==> src/rtl/contador_ctrl.sv <==
// Run controller for the 4-digit BCD counter chain.
// Turns start/stop/clear button edges into an IDLE/RUN/PAUSE/DONE sequence.
// A prescaler divides the clock into one-cycle count-enable pulses for digit 0.
// A clear request produces a one-cycle counter clear.
// Counting halts once the counter reaches the BCD target.
module contador_ctrl #(
  parameter int unsigned DIV_CNT = 50000000,
  parameter int unsigned DIV_W   = 26
) (
  input  logic        clk_ctrl,
  input  logic        rstn_ctrl,
  input  logic        start_btn,
  input  logic        stop_btn,
  input  logic        clear_btn,
  input  logic [15:0] target_bcd,
  input  logic [15:0] qdata_in,
  output logic        ena0_out,
  output logic        rst_cnt,
  output logic [1:0]  state_out,
  output logic        done
);

  typedef enum logic [1:0] {
    S_IDLE  = 2'b00,
    S_RUN   = 2'b01,
    S_PAUSE = 2'b10,
    S_DONE  = 2'b11
  } state_e;

  localparam logic [DIV_W-1:0] PRESC_LAST = DIV_W'(DIV_CNT - 1);

  state_e             state_q, state_d;
  logic [DIV_W-1:0]   presc_q, presc_d;
  logic               start_prev_q, stop_prev_q, clear_prev_q;
  logic               start_edge, stop_edge, clear_edge;
  logic               ena0_q, ena0_d;
  logic               rst_cnt_q, rst_cnt_d;
  logic               done_q, done_d;
  logic               target_hit;
  logic               presc_wrap;

  assign start_edge = start_btn & ~start_prev_q;
  assign stop_edge  = stop_btn  & ~stop_prev_q;
  assign clear_edge = clear_btn & ~clear_prev_q;

  // A target digit above 9 can never equal a BCD count, so such targets free-run.
  assign target_hit = (qdata_in == target_bcd);
  assign presc_wrap = (presc_q == PRESC_LAST);

  // Button history; preset high so a button held through reset gives no edge.
  always_ff @(posedge clk_ctrl or negedge rstn_ctrl) begin
    if (!rstn_ctrl) begin
      start_prev_q <= 1'b1;
      stop_prev_q  <= 1'b1;
      clear_prev_q <= 1'b1;
    end else begin
      start_prev_q <= start_btn;
      stop_prev_q  <= stop_btn;
      clear_prev_q <= clear_btn;
    end
  end

  // State, prescaler and registered outputs.
  always_ff @(posedge clk_ctrl or negedge rstn_ctrl) begin
    if (!rstn_ctrl) begin
      state_q   <= S_IDLE;
      presc_q   <= '0;
      ena0_q    <= 1'b0;
      rst_cnt_q <= 1'b0;
      done_q    <= 1'b0;
    end else begin
      state_q   <= state_d;
      presc_q   <= presc_d;
      ena0_q    <= ena0_d;
      rst_cnt_q <= rst_cnt_d;
      done_q    <= done_d;
    end
  end

  // Next state and prescaler; clear beats stop beats start.
  always_comb begin
    state_d = state_q;
    presc_d = presc_q;
    if (clear_edge) begin
      state_d = S_IDLE;
      presc_d = '0;
    end else begin
      case (state_q)
        S_IDLE: begin
          if (start_edge) begin
            state_d = S_RUN;
            presc_d = '0;
          end
        end
        S_RUN: begin
          // Stop freezes the prescaler so resuming keeps the pulse spacing.
          if (stop_edge) begin
            state_d = S_PAUSE;
          end else if (target_hit) begin
            state_d = S_DONE;
          end else if (presc_wrap) begin
            presc_d = '0;
          end else begin
            presc_d = presc_q + DIV_W'(1);
          end
        end
        S_PAUSE: begin
          if (start_edge) begin
            state_d = S_RUN;
          end
        end
        S_DONE: begin
          state_d = S_DONE;
        end
        default: begin
          state_d = S_IDLE;
          presc_d = '0;
        end
      endcase
    end
  end

  // Output next values.
  // The pulse fires only on an undisturbed RUN wrap, so it never overlaps the clear.
  always_comb begin
    ena0_d    = (state_q == S_RUN) && presc_wrap && !clear_edge && !stop_edge && !target_hit;
    rst_cnt_d = clear_edge;
    done_d    = (state_d == S_DONE);
  end

  assign ena0_out  = ena0_q;
  assign rst_cnt   = rst_cnt_q;
  assign state_out = state_q;
  assign done      = done_q;

endmodule

==> config.mk <==
export PLATFORM = sky130hd
export DESIGN_NAME = contador_ctrl
export DESIGN_NICKNAME = d
export VERILOG_FILES = /design/src/rtl/contador_ctrl.sv
export SDC_FILE = /design/constraint.sdc
export NUM_CORES = 1
export LEC_CHECK = 0
export ABC_AREA = 1
export CORE_MARGIN = 5
export CORE_UTILIZATION = 49
export DETAILED_ROUTE_END_ITERATION = 10
export GPL_TIMING_DRIVEN = 0
export PLACE_DENSITY = 0.77
export SYNTH_ARGS = -nofsm -noshare
export SYNTH_HDL_FRONTEND = slang
export SYNTH_SLANG_ARGS = --single-unit
==> constraint.sdc <==
create_clock -name clk_ctrl -period 1.79 [get_ports clk_ctrl]
set_clock_uncertainty 0.15 [all_clocks]
set_input_delay 0.179 -clock clk_ctrl [delete_from_list [all_inputs] [get_ports clk_ctrl]]
set_output_delay 0.179 -clock clk_ctrl [all_outputs]
set_load 0.05 [all_outputs]
==> metrics.cfg <==
[synthesis]
syn_area_um2 = 2520
ys.flop_type = dfrtp_1
synth_seq_area_share = 0.340
synthCells = 394
synth_edf_count = 0
ys_seq_elements = 34
synthesis.nets = 432
async_flop_share = 1.00
ys_warn_count = 0
synth_area_per_cell_um2 = 6.39
yosysUniqueCellTypes = 28

[finish]
mostFrequentLayoutCells = 128 x nand2_1, 55 x nor2_1, 47 x inv_1
fillers = 451
area_growth_pct = 33.0
drive_gt1_frac = 0.132
fin_nets = 492
final_common_cell = nand2_1
num_antenna_cells = 0

[floorplanning]
die_area_um2 = 6670
core_um2 = 5040
io_pins = 42
core.rowCount = 26
start_util = 0.499
die_x_um = 81.7
fp.dieH_um = 81.7

[pwr]
p_total_mw = 2.02
p_per_area_nw_per_um2 = 604
clkPwrFrac = 0.336
switching_share = 0.308
ir_drop_v = 0.000321
leakage_nw = 1.61
p_switching_uw = 622
combPwrFrac = 0.260
p_int_mw = 1.40
power.share.sequential = 0.404

[sta]
setup_tns_ps = -109
max_freq_mhz = 549
rsz0062_at_grt = yes
worst_slack_ps = -31.2
tightest_slew_ps = 760
fin_crit_sh = 1.02
holdWs_ps = 169
relSlewSlack = 0.493
finalHoldViolCount = 0
min_period_ps = 1820
maxSlewViolCount = 0
setup_viol = 10

[grt]
grt_start_max_net_pins = 35
grt_usage = 0.221
antenna_found_initial = 0
grt_pass1_vias = 2616
grt_pass1_wl_um = 11400
grt_remaining_overflow = 0

[routing]
num_vias = 2720
wl_met2_um = 3480
ant_nets = 0
wl_met1_um = 2930
topRoutingLayerUsed = met4
wire_per_inst_um = 13.2
drc_errors = 0
initialDrtViolationCount = 213
first_pass_iters = 4
post_drt_via_cell_ratio = 5.18
wl_met3_um = 401
drt-total-wl_um = 6940

[setup_path]
cp-end-kind = flop
path_cells = ha_4 > nand2_4 > nor2_4 > nand2_2 > nor2_4 > nand2_2 > nor2_4 > nor2_4 > buf_6 > nand4_1 > nand2_1
slowest_stage = dfrtp_1
crit_type = reg -> reg
cp.arrival_ps = 1850
max_stage_delay_ps = 410
path_max_fanout = 5
crit_buf_inv = 1
start_kind = flop
critPathRequiredTime_ps = 1820
crit_top_cell = nor2_4
cpLargestDelayFamily = simple AND/OR/NAND/NOR gates

[placement]
dp_hpwl_um = 5000
place.gp.congestion = 0.944
portBuffers = 41
pre_cts_ws_ps = -452

[clocking]
cts_sinks = 34
clockBufferDepth = 2
cts_root_buffer = clkbuf_8
clock_latency_ps = 290
cts_tree = built
path_clk_slew_ps = 70
cts_max_level = 2
cts_made_buffers = 5

[status]
violations = setup timing
status = finished, violations left

[hold_path]
worstHoldPathType = in -> reg

[flow_run]
cap_violations = 0

==> power groups by stage <==
stage	logic, mW	registers [mW]	clock network [mW]
global route	0.567	0.821	0.716
finish	0.525	0.818	0.679
floorplan	0.207	0.872	0
CTS	0.506	0.817	0.690
global placement	0.448	0.828	0
detailed placement	0.454	0.828	0
==> synth_stat cells, types with 3 or more instances <==
cell      count  share of area
buf_6         3          0.013
clkbuf_1      4         0.0060
dfrtp_1      31           0.31
dfstp_2       3          0.031
inv_1        48          0.072
nand2_1     129           0.19
nand2_2       5          0.012
nand3_1      42          0.084
nand4_1      21          0.052
nor2_1       62          0.092
nor2_2        4         0.0099
nor3_1        9          0.018
xor2_1       15          0.052
==> per-layer routing <==
| layer | up-vias | global-route usage |
|---|---|---|
| met4 | 0 | 0.0831 |
| met2 | 78 | 0.406 |
| met5 | - | 0 |
| met3 | 14 | 0.0417 |
| met1 | 1258 | 0.253 |
| li1 | 1370 | - |
==> worst paths after layout <==
check	depth (start not counted)	from	slack [ps]	end
worst max-delay path	11	presc_q[0]$_DFFE_PN0P_	-30	presc_q[2]$_DFFE_PN0P_
worst min-delay path	1	clear_btn	170	clear_prev_q$_DFF_PN1_
worst max register to register	11	presc_q[0]$_DFFE_PN0P_	-30	presc_q[2]$_DFFE_PN0P_
worst min register to register	2	presc_q[23]$_DFFE_PN0P_	410	presc_q[23]$_DFFE_PN0P_
max in group asynchronous	2	rstn_ctrl	610	state_out[1]$_DFF_PN0_
min in group asynchronous	2	rstn_ctrl	350	presc_q[9]$_DFFE_PN0P_
==> state kept, by name, indices dropped and copies added, names as in the netlist <==
name / flops
presc_q: 26
state_out: 2
clear_prev_q: 1
done: 1
ena0_out: 1
rst_cnt: 1
start_prev_q: 1
stop_prev_q: 1
==> layout make-up <==
type                    instances  area [um2]  area share
repair buffers                 53         515       0.154
plain buffers                   9        63.8      0.0191
clock buffers                   8         110      0.0329
inverters                      48         180      0.0539
multi-input cells             303        1530       0.457
well taps                      70        87.6      0.0262
flip-flops and latches         34         860       0.257
==> cells by family (layout without fill, tap and decap cells) <==
kind of cell / Yosys count / count (layout) / synth area share
xor gates and xnor gates: 17 / 17 / 0.0592
DFF: 34 / 34 / 0.340
AOI/OAI and AO/OA: 4 / 4 / 0.00945
and+or+nand+nor: 281 / 281 / 0.492
buffers and inverters: 57 / 118 / 0.0945
adders and majority gates: 1 / 1 / 0.00497
==> per-stage QoR <==
step | area (um2) | std cells | utilization
floorplan | 2520 | 394 | -
CTS | 3270 | 522 | 0.649
finish | 3350 | 525 | 0.664
detailed placement | 3010 | 505 | 0.598
global route | 3350 | 525 | 0.664
global placement | 3020 | 505 | 0.599
==> timing repair <==
action                     CTS  global route
hold buffers                 1             0
gates cloned                 1             0
setup endpoints to repair   29            27
buffers inserted             7             3
hold endpoints to repair    31             0
pin swaps                   10            19
gates resized for setup     20            14
Power figures use the tool's default switching activity.
